==> src/rtl/uart_word_transmit.sv <==
// uart_word_transmit: serialises a valid/ready-accepted word as back-to-back 8N1/8P2-style UART frames.
module uart_word_transmit #(
    parameter int CLK_FREQ   = 100_000_000,
    parameter int BAUD_RATE  = 9600,
    parameter int DATA_WIDTH = 32,
    parameter int MSB_FIRST  = 0,
    parameter int PARITY_EN  = 0,
    parameter int PARITY_ODD = 0,
    parameter int STOP_BITS  = 1
) (
    input  logic                  clk_in,
    input  logic                  rst_n_in,
    input  logic [DATA_WIDTH-1:0] data_in,
    input  logic                  valid_in,
    output logic                  ready_out,
    output logic                  busy_out,
    output logic                  done_out,
    output logic                  tx_wire_out
);
    localparam int BAUD_DIV  = CLK_FREQ / BAUD_RATE;
    localparam int NUM_BYTES = (DATA_WIDTH + 7) / 8;
    localparam int W         = NUM_BYTES * 8;
    localparam int CW        = $clog2(BAUD_DIV);
    localparam int BW        = $clog2(NUM_BYTES + 1);
    typedef enum logic [2:0] {S_IDLE, S_START, S_DATA, S_PARITY, S_STOP} state_t;
    state_t          r_state, w_state_n;
    logic [CW-1:0]   r_cnt, w_cnt_n;
    logic [2:0]      r_bit, w_bit_n;
    logic            r_stop, w_stop_n;
    logic [BW-1:0]   r_byte, w_byte_n;
    logic [W-1:0]    r_word, w_word_n;
    logic            r_done, w_done_n;
    logic            r_tx, w_tx_n;
    logic            w_tick;
    logic [7:0]      w_cur_n;
    assign w_tick      = r_cnt == CW'(BAUD_DIV - 1);
    assign ready_out   = r_state == S_IDLE;
    assign busy_out    = ~ready_out;
    assign done_out    = r_done;
    assign tx_wire_out = r_tx;
    // The byte on air always sits at the shift-register edge matching the chosen byte order.
    assign w_cur_n = MSB_FIRST != 0 ? w_word_n[W-1 -: 8] : w_word_n[7:0];
    always_comb begin
        w_state_n = r_state;
        w_cnt_n   = w_tick ? '0 : r_cnt + 1'b1;
        w_bit_n   = r_bit;
        w_stop_n  = r_stop;
        w_byte_n  = r_byte;
        w_word_n  = r_word;
        w_done_n  = 1'b0;
        case (r_state)
            S_IDLE: begin
                w_cnt_n = '0;
                if (valid_in) begin
                    w_state_n = S_START;
                    w_word_n  = W'(data_in);
                    w_bit_n   = '0;
                    w_stop_n  = 1'b0;
                    w_byte_n  = '0;
                end
            end
            S_START: if (w_tick) begin
                w_state_n = S_DATA;
                w_bit_n   = '0;
            end
            S_DATA: if (w_tick) begin
                w_bit_n  = r_bit + 1'b1;
                w_stop_n = 1'b0;
                if (r_bit == 3'd7) w_state_n = PARITY_EN != 0 ? S_PARITY : S_STOP;
            end
            S_PARITY: if (w_tick) w_state_n = S_STOP;
            S_STOP: if (w_tick) begin
                w_stop_n = r_stop + 1'b1;
                if (r_stop == 1'(STOP_BITS - 1)) begin
                    if (r_byte == BW'(NUM_BYTES - 1)) begin
                        w_state_n = S_IDLE;
                        w_done_n  = 1'b1;
                    end else begin
                        w_state_n = S_START;
                        w_byte_n  = r_byte + 1'b1;
                        w_word_n  = MSB_FIRST != 0 ? r_word << 8 : r_word >> 8;
                    end
                end
            end
            default: w_state_n = S_IDLE;
        endcase
        // The line level is registered from the next state, so tx_wire_out never glitches.
        w_tx_n = w_state_n == S_START  ? 1'b0 :
                 w_state_n == S_DATA   ? w_cur_n[w_bit_n] :
                 w_state_n == S_PARITY ? ((^w_cur_n) ^ 1'(PARITY_ODD)) : 1'b1;
    end
    always_ff @(posedge clk_in or negedge rst_n_in) begin
        if (!rst_n_in) begin
            r_state <= S_IDLE;
            r_cnt   <= '0;
            r_bit   <= '0;
            r_stop  <= 1'b0;
            r_byte  <= '0;
            r_word  <= '0;
            r_done  <= 1'b0;
            r_tx    <= 1'b1;
        end else begin
            r_state <= w_state_n;
            r_cnt   <= w_cnt_n;
            r_bit   <= w_bit_n;
            r_stop  <= w_stop_n;
            r_byte  <= w_byte_n;
            r_word  <= w_word_n;
            r_done  <= w_done_n;
            r_tx    <= w_tx_n;
        end
    end
endmodule

==> config.mk <==
export PLATFORM = sky130hd
export DESIGN_NAME = uart_word_transmit
export DESIGN_NICKNAME = d
export VERILOG_FILES = /design/src/rtl/uart_word_transmit.sv
export SDC_FILE = /design/constraint.sdc
export NUM_CORES = 1
export LEC_CHECK = 0
export ABC_AREA = 1
export ABC_CLOCK_PERIOD_IN_PS = 4300
export BUFFER_PORTS_ARGS = -buffer_cell sky130_fd_sc_hd__buf_2
export CELL_PAD_IN_SITES_DETAIL_PLACEMENT = 1
export CELL_PAD_IN_SITES_GLOBAL_PLACEMENT = 2
export CORE_MARGIN = 1.5
export CORE_UTILIZATION = 25
export DETAILED_ROUTE_END_ITERATION = 10
export MAX_ROUTING_LAYER = met4
export PLACE_DENSITY_LB_ADDON = 0.1
export SYNTH_ARGS = -nofsm -noshare
export SYNTH_HDL_FRONTEND = slang
export SYNTH_SLANG_ARGS = --single-unit
==> constraint.sdc <==
create_clock -name clk_in -period 4.3 [get_ports clk_in]
set_clock_uncertainty 0.15 [all_clocks]
set_input_delay 0.215 -clock clk_in [delete_from_list [all_inputs] [get_ports clk_in]]
set_output_delay 0.215 -clock clk_in [all_outputs]
set_load 0.05 [all_outputs]
Word-level counts from Yosys, hierarchy flattened
Index checks and enable logic that the tools add are counted.
Word-level totals
  flip-flop bits (word level): 58
  bits in latches: 0
  memory bits (writable): 0
  ROM bits: 0
  input bits: 35
  output and inout bits: 4
  logic and storage cells: 74
  memories: 0
Operators by class
  $add $sub $neg: 4
  $mul: 0
  divide/modulo/power cells: 0
  $lt $le $gt $ge: 1
  eq/ne operators: 15
  shift operators: 0
  mux-type cells: 38
  bitwise logic cells: 1
  reduce and logical (&&, ||, !) cells: 6
Operators by type and width (count)
  $mux W32: 4
  $pmux W32 S2: 1
  $mux W3: 14
  $mux W14: 2
  $eq A3 B2 Y1 const B: 5
  $pmux W3 S5: 1
  $add A14 B1 Y14 const B: 1
  $eq A14 B14 Y1 const B: 1
  $mux W1: 12
  $ne A2 B2 Y1 const B: 5
  $pmux W3 S3: 1
  $reduce_xor A8 Y1: 1
  $add A3 B1 Y3 const B: 2
  $eq A3 B1 Y1 const B: 2
  $eq A3 B3 Y1 const B: 2
  $pmux W3 S2: 1
  $reduce_and A5 Y1: 1
  $lt A3 B4 Y1 const B: 1
  $reduce_and A4 Y1: 1
  $bmux W1 S3: 1
  $logic_not A3 Y1: 1
  $pmux W1 S3: 1
  $reduce_bool A3 Y1: 1
  $reduce_bool A2 Y1: 1
  2 further kinds: 2

Logic depth before layout (Yosys ltp)
Gate-level depths: netlist of run 1.
  word-level depth: 9
  gate-level depth with buffers: 20
  mapped depth without buffers: 20

Least setup slack after synthesis of run 1
Ideal clock, no wire load.
  path kind: reg2reg
  from: reg r_cnt[0]
  to: reg r_tx, in the netlist tx_wire_out
  setup time: 75 ps
  arrival: 1982 ps
  required time: 4075 ps
  setup slack: 2093 ps
  cell stages (with the launch flop): 18
  buffers on the path: 0
  period minus slack after synthesis: 2207 ps
  path through: dfrtp_1 -> ha_1 -> nand3_2 -> nor2_4 -> nand2_4 -> ha_1 -> o22ai_1 -> inv_1 -> nand2_2 -> inv_1 -> nand2_1 -> nand3_1 -> nand3_1 -> nand3_1 -> nand2_1 -> inv_2 -> nand2_1 -> nand2_1
On the way
  word-level cells in the longest chain between the ends: 7
  elaborated cells on any way between the ends: 20
  those cells by class: 4 x eq/ne; 15 x mux; 1 x reduce/logical
RTL lines
  from (decl): line 27  | logic [CW-1:0] r_cnt, w_cnt_n;
  from (signal assigned): line 104  | r_cnt <= w_cnt_n;
  $eq A14 B14 Y1 (*): line 36  | assign w_tick = r_cnt == CW'(BAUD_DIV - 1);
  $mux W3 (on tied branches): line 66, 62
  $pmux W3 S3 (*): line 51  | case (r_state)
  via w_bit_n[0]: line 28  | logic [2:0] r_bit, w_bit_n;
  $bmux W1 S3 (*): line 89  | w_state_n == S_DATA ? w_cur_n[w_bit_n] :
  $mux W1 (implied by the code) (*): line 89
  $mux W1 (*): line 89
  $mux W1 (*): line 88  | w_tx_n = w_state_n == S_START ? 1'b0 :
  via w_tx_n: line 33  | logic r_tx, w_tx_n;
  to (signal assigned): line 110  | r_tx <= w_tx_n;
  to (decl): line 33
The timed path passes the listed nets; every way through them passes the cells marked *. The select of a mux whose other input is x is not followed.
A chain may end at the register's enable or synchronous reset.

Final worst setup path of run 1
  from: reg r_byte[0]
  to: reg r_byte[1]
On the way
  word-level cells in the longest chain between the ends: 5
  elaborated cells on any way between the ends: 8
  those cells by class: 1 x add/sub; 2 x eq/ne; 4 x mux; 1 x reduce/logical
RTL lines
  from (decl): line 30  | logic [BW-1:0] r_byte, w_byte_n;
  from (signal assigned): line 107  | r_byte <= w_byte_n;
  $add A3 B1 Y3: line 80  | w_byte_n = r_byte + 1'b1;
  $mux W3: line 75  | if (r_byte == BW'(NUM_BYTES - 1)) begin
  $mux W3: line 74  | if (r_stop == 1'(STOP_BITS - 1)) begin
  $mux W3: line 72  | S_STOP: if (w_tick) begin
  $pmux W3 S2: line 51
Parallel ways exist; a longest one is shown, timed or not. The select of a mux whose other input is x is not followed.

==> results of run 1 <==
## metal layers
| layer | track usage | vias up |
|---|---|---|
| met5 | - | - |
| met4 | 0.0633 | 0 |
| met3 | 0.0265 | 13 |
| met2 | 0.251 | 33 |
| met1 | 0.192 | 1449 |
| li1 | - | 1529 |
## power groups by stage
stage / registers, mW / clock network [mW] / logic [mW]
after global routing: 0.735 / 0.875 / 0.431
after floorplan: 0.713 / 0 / 0.259
after CTS: 0.722 / 0.847 / 0.378
after global placement: 0.729 / 0 / 0.351
final: 0.719 / 0.828 / 0.370
after detailed placement: 0.730 / 0 / 0.357
## worst paths after layout
path	depth (start not counted)	to	slack [ns]
worst max-delay path	10	r_byte[1]	1.57
worst min-delay path	3	r_word[4]	0.02
worst max register to register	10	r_byte[1]	1.57
worst min register to register	1	r_cnt[0]	0.31
max in group asynchronous	3	r_word[0]	2.74
min in group asynchronous	2	r_cnt[9]	0.39
## cell usage after synthesis (4+ instances only)
library cell,n
nand2_1,128
inv_1,58
dfrtp_1,57
nand3_1,26
nor2_1,24
inv_2,17
o21ai_0,17
nand2_2,16
o211ai_1,8
o221ai_1,8
a21oi_1,7
nor3_1,7
ha_1,6
nor2_4,6
o21ai_1,6
clkbuf_1,4
nor3b_1,4
o22ai_1,4
## cells by family after synthesis
family                   Yosys count  synth area share
AO/OA/AOI/OAI                     59             0.114
XOR/XNOR                           3           0.00789
adder cells (fa/ha/maj)            6            0.0225
buffers and inverters             82            0.0973
flip-flops                        58             0.436
AND/OR/NAND/NOR                  228             0.322
## worst register-to-register path, cell delays in order, from the launching register on
cell and delay [ns]:
dfrtp_1 0.39, ha_1 0.20, ha_1 0.19, inv_1 0.14
nand2_2 0.16, nand3b_1 0.30, nor2_2 0.20, inv_2 0.17
nand2_2 0.34, inv_2 0.18, a22o_1 0.21
## sequential cells by signal, summed over array words and instances, names as in the netlist
| register | count |
|---|---|
| r_word | 32 |
| r_cnt | 14 |
| r_bit | 3 |
| r_byte | 3 |
| r_state | 3 |
| done_out | 1 |
| r_stop | 1 |
| tx_wire_out | 1 |
## repair_timing
action	in CTS	in global routing
hold buffers	25	0
buffers inserted	0	0
hold endpoints to repair	58	0
## final cells by class
| cell class | count | area (sq um) | area share |
|---|---|---|---|
| clock buffers | 11 | 233 | 0.0543 |
| clock inverters | 5 | 103 | 0.0239 |
| inverters | 75 | 282 | 0.0657 |
| multi-input cells | 296 | 1560 | 0.363 |
| flip-flops and latches | 58 | 1450 | 0.339 |
| well taps | 172 | 215 | 0.0502 |
| repair buffers | 64 | 448 | 0.104 |
==> flow_metrics.py, run 1 <==
metrics = {
    "synth": {
        "ys_warn_count": 0,
        "synth_top_flop_cell": "dfrtp_1",
        "synth_nets": 477,
        "synth-edff-count": 0,
        "synthCells": 436,
        "yosys-top-cells-area": "dfrtp_1 (43%), nand2_1 (14%), inv_1 (6.5%)",
        "syn_area_sq_um": 3330,
        "synth_top_area_share": 0.428,
        "async_flop_share": 1.00,
        "syn_area_per_cell_sq_um": 7.64,
        "synth_largest_area_cell": "dfrtp_1",
        "synth-seq-cells": 58,
        "ys_types": 38,
        "ys_seq_area_frac": 0.436,
    },
    "run": {
        "drv_cap": 0,
    },
    "clocking": {
        "cts_root_buf": "clkbuf_16",
        "numCtsBuffers": 9,
        "cts.sinks": 58,
        "clockBufferDepth": 2,
        "clk_pin_slew_ns": 0.05,
        "clk_latency_ns": 0.33,
        "cts_tree": "done",
        "h-tree-depth": 3,
        "cts-resized-gates": 0,
    },
    "global_routing": {
        "antenna_found_initial": 0,
        "grt_overflow": 0,
        "track_usage": 0.155,
        "grt_max_degree": 37,
        "grt_pass1_vias": 3305,
        "grt_pass1_wl_um": 16400,
    },
    "routing": {
        "vias": 3024,
        "dr_wl_met2_um": 4580,
        "postRouteAntennaNets": 0,
        "drt-total-wl_um": 9530,
        "vias_per_cell": 4.44,
        "firstDrtPassIters": 4,
        "dr.first_iter.drc_count": 74,
        "post_drt_wl_per_cell_um": 14.0,
        "drc_errors": 0,
        "routedLengthMet1_um": 4570,
        "wl_met3_um": 205,
        "top_layer_used": "met4",
    },
    "timing": {
        "rsz0062_at_grt": "false",
        "setup_slack_ns": 1.57,
        "setup_tns_ns": 0,
        "hold_ws_ns": 0.0193,
        "finalCritPeriodShare": 0.634,
        "final_hold_viol_count": 0,
        "max_freq_mhz": 367,
        "setup_viol": 0,
        "worst_pin_slew_ns": 0.870,
        "fin_crit_ns": 2.73,
        "slew_violations": 0,
        "slew_headroom": 0.420,
    },
    "cells_and_area": {
        "area_growth_pct": 28.7,
        "drive_gt1_frac": 0.208,
        "utilization": 0.334,
        "final_cell_mix": "nand2_1 (128), inv_1 (58), dfrtp_1 (57)",
        "final_common_cell": "nand2_1",
        "n_fill_cell": 1591,
        "antenna_cells": 0,
        "fin_area_sq_um": 4290,
        "fin_cells": 681,
        "fin_nets": 545,
    },
    "setup_path": {
        "critical_path.startpoint_type": "flop",
        "crit_type": "reg -> reg",
        "r2r-start": "r_byte[0]",
        "path_delay_family": "simple AND/OR/NAND/NOR gates",
        "max_stage_delay_ns": 0.39,
        "timing.critical_path.from": "r_byte[0]",
        "critPathRequiredTime_ns": 4.37,
        "critPathArrivalTime_ns": 2.80,
        "cp_cell_sequence": "ha_1 > ha_1 > inv_1 > nand2_2 > nand3b_1 > nor2_2 > inv_2 > nand2_2 > inv_2 > a22o_1",
        "cp_slowest_cell": "dfrtp_1",
        "cp-end-kind": "flop",
        "critPathMaxFanout": 19,
        "worst-path-buf-inv": 3,
    },
    "placed_design": {
        "numPortBuffers": 38,
        "dp_hpwl_um": 7100,
        "dp.cells": 640,
        "dp_slack_ns": 1.52,
        "place.gp.congestion": 0.774,
        "place_area_sq_um": 3700,
    },
    "status": {
        "status": "finished clean",
    },
    "worst_hold_path": {
        "holdCritStartpoint": "data_in[4]",
        "hold_class": "in -> reg",
    },
    "floorplanning": {
        "rows": 41,
        "fp.dieArea_sq_um": 14000,
        "start_util": 0.260,
        "io_pins": 39,
        "die_w_um": 118,
        "core_sq_um": 12800,
        "dieHeight_um": 118,
    },
    "power_and_ir_drop": {
        "combPwrFrac": 0.193,
        "p_int_mw": 1.37,
        "p_switching_mw": 0.545,
        "p_per_area_nw_per_um2": 447,
        "ir_drop_mv": 0.178,
        "totalPowerFinal_mw": 1.92,
        "p_clk_frac": 0.432,
        "p_seq_frac": 0.375,
        "p_leak_nw": 2.14,
        "switching_share": 0.284,
    },
}
Power figures use the tool's default switching activity.
==> run 2: changes to the inputs <==
--- a/config.mk
+++ b/config.mk
@@ -6,7 +6,7 @@
 export NUM_CORES = 1
 export LEC_CHECK = 0
 export ABC_AREA = 1
-export ABC_CLOCK_PERIOD_IN_PS = 4300
+export ABC_CLOCK_PERIOD_IN_PS = 2600
 export BUFFER_PORTS_ARGS = -buffer_cell sky130_fd_sc_hd__buf_2
 export CELL_PAD_IN_SITES_DETAIL_PLACEMENT = 1
 export CELL_PAD_IN_SITES_GLOBAL_PLACEMENT = 2
==> constraint.sdc (replaced) <==
create_clock -name clk_in -period 2.6 [get_ports clk_in]
set_clock_uncertainty 0.15 [all_clocks]
set_input_delay 0.13 -clock clk_in [delete_from_list [all_inputs] [get_ports clk_in]]
set_output_delay 0.13 -clock clk_in [all_outputs]
set_load 0.05 [all_outputs]
==> flow_metrics.py, run 2 (synthesis gave the netlist of run 1 again) <==
metrics = {
    "floorplanning": {
        "io_pins": 39,
        "core_sq_um": 12800,
        "fp.dieArea_sq_um": 14000,
        "dieHeight_um": 118,
        "die_w_um": 118,
        "rows": 41,
        "start_util": 0.260,
    },
    "global_routing": {
        "grt_overflow": 0,
        "track_usage": 0.158,
        "grt_pass1_wl_um": 16900,
        "grt_pass1_vias": 3345,
        "grt_max_degree": 36,
        "antenna_found_initial": 0,
    },
    "power_and_ir_drop": {
        "totalPowerFinal_mw": 3.06,
        "ir_drop_mv": 0.399,
        "p_leak_nw": 2.26,
        "p_per_area_nw_per_um2": 672,
    },
    "timing": {
        "final_hold_viol_count": 0,
        "slew_violations": 0,
        "max_freq_mhz": 423,
        "rsz0062_at_grt": "false",
        "setup_viol": 0,
        "finalCritPeriodShare": 0.908,
        "worst_pin_slew_ns": 0.626,
        "slew_headroom": 0.583,
        "fin_crit_ns": 2.36,
    },
    "setup_path": {
        "worst-path-buf-inv": 4,
        "max_stage_delay_ns": 0.39,
        "critPathRequiredTime_ns": 2.68,
        "crit_top_cell": "inv_2",
        "cp_slowest_cell": "dfrtp_1",
        "cp-end-kind": "flop",
        "crit_type": "reg -> reg",
        "critical_path.startpoint_type": "flop",
        "critPathMaxFanout": 10,
        "path_delay_family": "simple AND/OR/NAND/NOR gates",
        "critPathArrivalTime_ns": 2.44,
        "cp_cell_sequence": "ha_1 > ha_1 > inv_2 > nand2_4 > nand3b_1 > buf_4 > nor2_2 > inv_2 > nand2_2 > inv_2 > a22o_1",
    },
    "placed_design": {
        "dp_hpwl_um": 7320,
        "place.gp.congestion": 0.792,
        "numPortBuffers": 38,
    },
    "cells_and_area": {
        "largestRegisters": "r_word (32), r_cnt (14)",
        "antenna_cells": 0,
        "final_cell_mix": "nand2_1 (125), inv_1 (56), dfrtp_1 (55)",
        "drive_gt1_frac": 0.263,
        "final_common_cell": "nand2_1",
        "largest_register_ffs": 32,
        "largest-register": "r_word",
        "utilization": 0.355,
        "fin_nets": 572,
        "area_growth_pct": 36.5,
    },
    "clocking": {
        "cts_tree": "done",
        "clockBufferDepth": 2,
        "clk_latency_ns": 0.34,
        "numCtsBuffers": 9,
        "cts_root_buf": "clkbuf_16",
        "h-tree-depth": 3,
        "clk_pin_slew_ns": 0.05,
        "cts.sinks": 58,
    },
    "routing": {
        "vias_per_cell": 4.48,
        "firstDrtPassIters": 4,
        "vias": 3175,
        "drt-total-wl_um": 9910,
        "drc_errors": 0,
        "dr.first_iter.drc_count": 112,
        "postRouteAntennaNets": 0,
        "post_drt_wl_per_cell_um": 14.0,
    },
    "worst_hold_path": {
        "hold_class": "in -> reg",
    },
    "status": {
        "status": "finished clean",
    },
    "run": {
        "drv_cap": 0,
    },
}
==> run 2: area by class of cell <==
cell class	instances	area, sq um
Fill cell	1612	8280
Inverter	75	282
Sequential cell	58	1460
Multi-Input combinational cell	296	1610
Tap cell	172	215
Timing Repair Buffer	91	688
Clock inverter	7	68.8
Clock buffer	9	225
==> run 2: worst register-to-register path, stage by stage, from the launching register on <==
cell	delay, ns
dfrtp_1	0.39
ha_1	0.21
ha_1	0.21
inv_2	0.11
nand2_4	0.08
nand3b_1	0.26
buf_4	0.19
nor2_2	0.20
inv_2	0.07
nand2_2	0.10
inv_2	0.10
a22o_1	0.19
==> run 2: through the flow <==
stage | TNS [ns] | area [sq um] | hold WS (ns) | std cells | setup WS, ns
after floorplan | 0 | 3330 | -0.316 | 436 | 0.393
after global placement | -0.0848 | 3780 | 0.0411 | 647 | -0.0848
after detailed placement | -0.0348 | 3780 | 0.0316 | 647 | -0.0348
after CTS | 0 | 4390 | 0.0840 | 694 | 0.0296
after global routing | 0 | 4550 | 0.118 | 708 | 0.0109
final | 0 | 4550 | 0.0723 | 708 | 0.238
==> run 2: worst paths after layout <==
check / startpoint / endpoint / slack, ns / cells after the start
setup / recovery: r_byte[0] / r_byte[1] / 0.24 / 11
hold / removal: data_in[0] / r_word[0] / 0.07 / 5
setup reg to reg: r_byte[0] / r_byte[1] / 0.24 / 11
hold reg to reg: r_byte[1] / r_byte[1] / 0.36 / 1
max in group asynchronous: rst_n_in / r_word[6] / 1.49 / 3
min in group asynchronous: rst_n_in / r_cnt[7] / 0.19 / 2
==> run 2: metal layers <==
layer  vias up  global-route usage  share of wire
li1       1584                   -              -
met1      1540               0.193           0.45
met2        40               0.258           0.50
met3        11              0.0439          0.038
met4         0              0.0407          0.012
met5         -                   -              0
==> run 2: report_power, final <==
part	leakage, nW	switching [mW]	internal, mW
logic	1.37	0.377	0.293
clock network	0.142	0.447	0.738
registers	0.748	0.112	1.09
==> run 2: timing repair <==
action / in CTS / in global routing
resized for setup: 1 / 16
hold buffers: 30 / 0
endpoints found under the hold margin: 51 / 0
setup endpoints to repair: 1 / 1
pin swaps: 1 / 7
setup buffers: 1 / 14
==> run 3: changes to the inputs <==
--- a/config.mk
+++ b/config.mk
@@ -6,7 +6,7 @@
 export NUM_CORES = 1
 export LEC_CHECK = 0
 export ABC_AREA = 1
-export ABC_CLOCK_PERIOD_IN_PS = 2600
+export ABC_CLOCK_PERIOD_IN_PS = 3100
 export BUFFER_PORTS_ARGS = -buffer_cell sky130_fd_sc_hd__buf_2
 export CELL_PAD_IN_SITES_DETAIL_PLACEMENT = 1
 export CELL_PAD_IN_SITES_GLOBAL_PLACEMENT = 2
==> constraint.sdc (replaced) <==
create_clock -name clk_in -period 3.1 [get_ports clk_in]
set_clock_uncertainty 0.15 [all_clocks]
set_input_delay 0.155 -clock clk_in [delete_from_list [all_inputs] [get_ports clk_in]]
set_output_delay 0.155 -clock clk_in [all_outputs]
set_load 0.05 [all_outputs]
==> flow_metrics.py, run 3 (synthesis gave the netlist of run 1 again) <==
metrics = {
    "cells_and_area": {
        "drive_gt1_frac": 0.213,
        "final_cell_mix": "nand2_1 (128), inv_1 (58), dfrtp_1 (57)",
        "utilization": 0.338,
        "largest-register": "r_word",
        "final_common_cell": "nand2_1",
        "largestRegisters": "r_word (32), r_cnt (14)",
        "area_growth_pct": 30.0,
        "largest_register_ffs": 32,
        "fin_area_sq_um": 4330,
        "fin_nets": 553,
        "antenna_cells": 0,
    },
    "setup_path": {
        "cp_cell_sequence": "ha_1 > ha_1 > inv_1 > nand2_2 > nand3b_1 > nor2_2 > inv_2 > nand2_2 > inv_2 > a22o_1",
        "max_stage_delay_ns": 0.39,
        "cp-end-kind": "flop",
        "cp_slowest_cell": "dfrtp_1",
        "r2r-start": "r_byte[0]",
        "critPathRequiredTime_ns": 3.17,
        "timing.critical_path.from": "r_byte[0]",
        "worst-path-buf-inv": 3,
        "critPathMaxFanout": 19,
        "path_delay_family": "simple AND/OR/NAND/NOR gates",
        "crit_type": "reg -> reg",
        "critPathArrivalTime_ns": 2.74,
        "critical_path.startpoint_type": "flop",
    },
    "timing": {
        "slew_headroom": 0.510,
        "setup_viol": 0,
        "max_freq_mhz": 374,
        "slew_violations": 0,
        "worst_pin_slew_ns": 0.735,
        "setup_slack_ns": 0.429,
        "rsz0062_at_grt": "false",
        "final_hold_viol_count": 0,
        "setup_tns_ns": 0,
        "fin_crit_ns": 2.67,
        "finalCritPeriodShare": 0.862,
    },
    "global_routing": {
        "grt_max_degree": 31,
        "track_usage": 0.156,
        "grt_pass1_vias": 3411,
        "grt_pass1_wl_um": 16700,
        "antenna_found_initial": 0,
        "grt_overflow": 0,
    },
    "floorplanning": {
        "start_util": 0.260,
        "core_sq_um": 12800,
        "die_w_um": 118,
        "io_pins": 39,
        "dieHeight_um": 118,
        "fp.dieArea_sq_um": 14000,
        "rows": 41,
    },
    "routing": {
        "drt-total-wl_um": 9650,
        "drc_errors": 0,
        "dr.first_iter.drc_count": 74,
        "postRouteAntennaNets": 0,
        "post_drt_wl_per_cell_um": 14.0,
        "firstDrtPassIters": 4,
        "vias": 3093,
        "vias_per_cell": 4.49,
    },
    "power_and_ir_drop": {
        "p_seq_frac": 0.391,
        "p_clk_frac": 0.404,
        "ir_drop_mv": 0.208,
        "p_per_area_nw_per_um2": 587,
        "p_int_mw": 1.79,
        "p_switching_mw": 0.752,
        "p_leak_nw": 2.16,
        "combPwrFrac": 0.205,
        "switching_share": 0.296,
    },
    "worst_hold_path": {
        "hold_class": "in -> reg",
        "holdCritStartpoint": "data_in[2]",
    },
    "clocking": {
        "clk_latency_ns": 0.34,
        "cts.sinks": 58,
        "cts-resized-gates": 0,
        "clk_pin_slew_ns": 0.05,
        "h-tree-depth": 3,
        "numCtsBuffers": 9,
        "clockBufferDepth": 2,
        "cts_root_buf": "clkbuf_16",
        "cts_tree": "done",
    },
    "placed_design": {
        "dp_slack_ns": 0.354,
        "place_area_sq_um": 3720,
        "numPortBuffers": 38,
        "place.gp.congestion": 0.758,
        "dp_hpwl_um": 7300,
    },
    "status": {
        "status": "finished clean",
    },
    "run": {
        "drv_cap": 0,
    },
}
## run 3: power groups by stage
stage | registers (mW) | clock network [mW] | logic (mW)
after global placement | 1.01 | 0 | 0.492
after CTS | 0.998 | 1.06 | 0.537
final | 0.994 | 1.03 | 0.521
after detailed placement | 1.01 | 0 | 0.504
after floorplan | 0.989 | 0 | 0.359
after global routing | 1.01 | 1.08 | 0.613
## run 3: final cells by class
type,count,area [sq um]
inverters,75,282
clock buffers,12,256
clock inverters,4,50.0
flip-flops and latches,58,1450
fillers,1607,8490
repair buffers,72,520
well taps,172,215
multi-input cells,296,1560
## run 3: final timing paths
path / endpoint / slack, ns / depth (start not counted)
setup / recovery: r_byte[1] / 0.43 / 10
hold / removal: r_word[2] / 0.15 / 5
setup reg to reg: r_byte[1] / 0.43 / 10
hold reg to reg: r_cnt[0] / 0.30 / 1
max in group asynchronous: tx_wire_out / 1.75 / 3
min in group asynchronous: done_out / 0.27 / 2
## run 3: stage by stage
step | power (mW) | std cells | hold slack, ns
after floorplan | 1.35 | 436 | -0.291
after global placement | 1.50 | 643 | 0.125
after detailed placement | 1.51 | 643 | 0.120
after CTS | 2.59 | 689 | 0.143
after global routing | 2.71 | 689 | 0.189
final | 2.54 | 689 | 0.150
## run 3: worst min-delay path, stage by stage
cell and delay [ns]:
buf_2 0.10, inv_1 0.06, o22ai_1 0.08, inv_1 0.06, nand2_2 0.11
## run 3: timing repair
action	4_1_cts	5_1_grt
hold buffers	30	0
buffers inserted	0	0
hold endpoints to repair	57	0
## run 3: metal layers
layer | up-vias | global-route usage | share of wire | wire (um)
li1 | 1545 | - | - | -
met1 | 1500 | 0.186 | 0.47 | 4490
met2 | 33 | 0.261 | 0.49 | 4750
met3 | 15 | 0.0280 | 0.024 | 227
met4 | 0 | 0.0633 | 0.019 | 180
met5 | - | - | 0 | 0
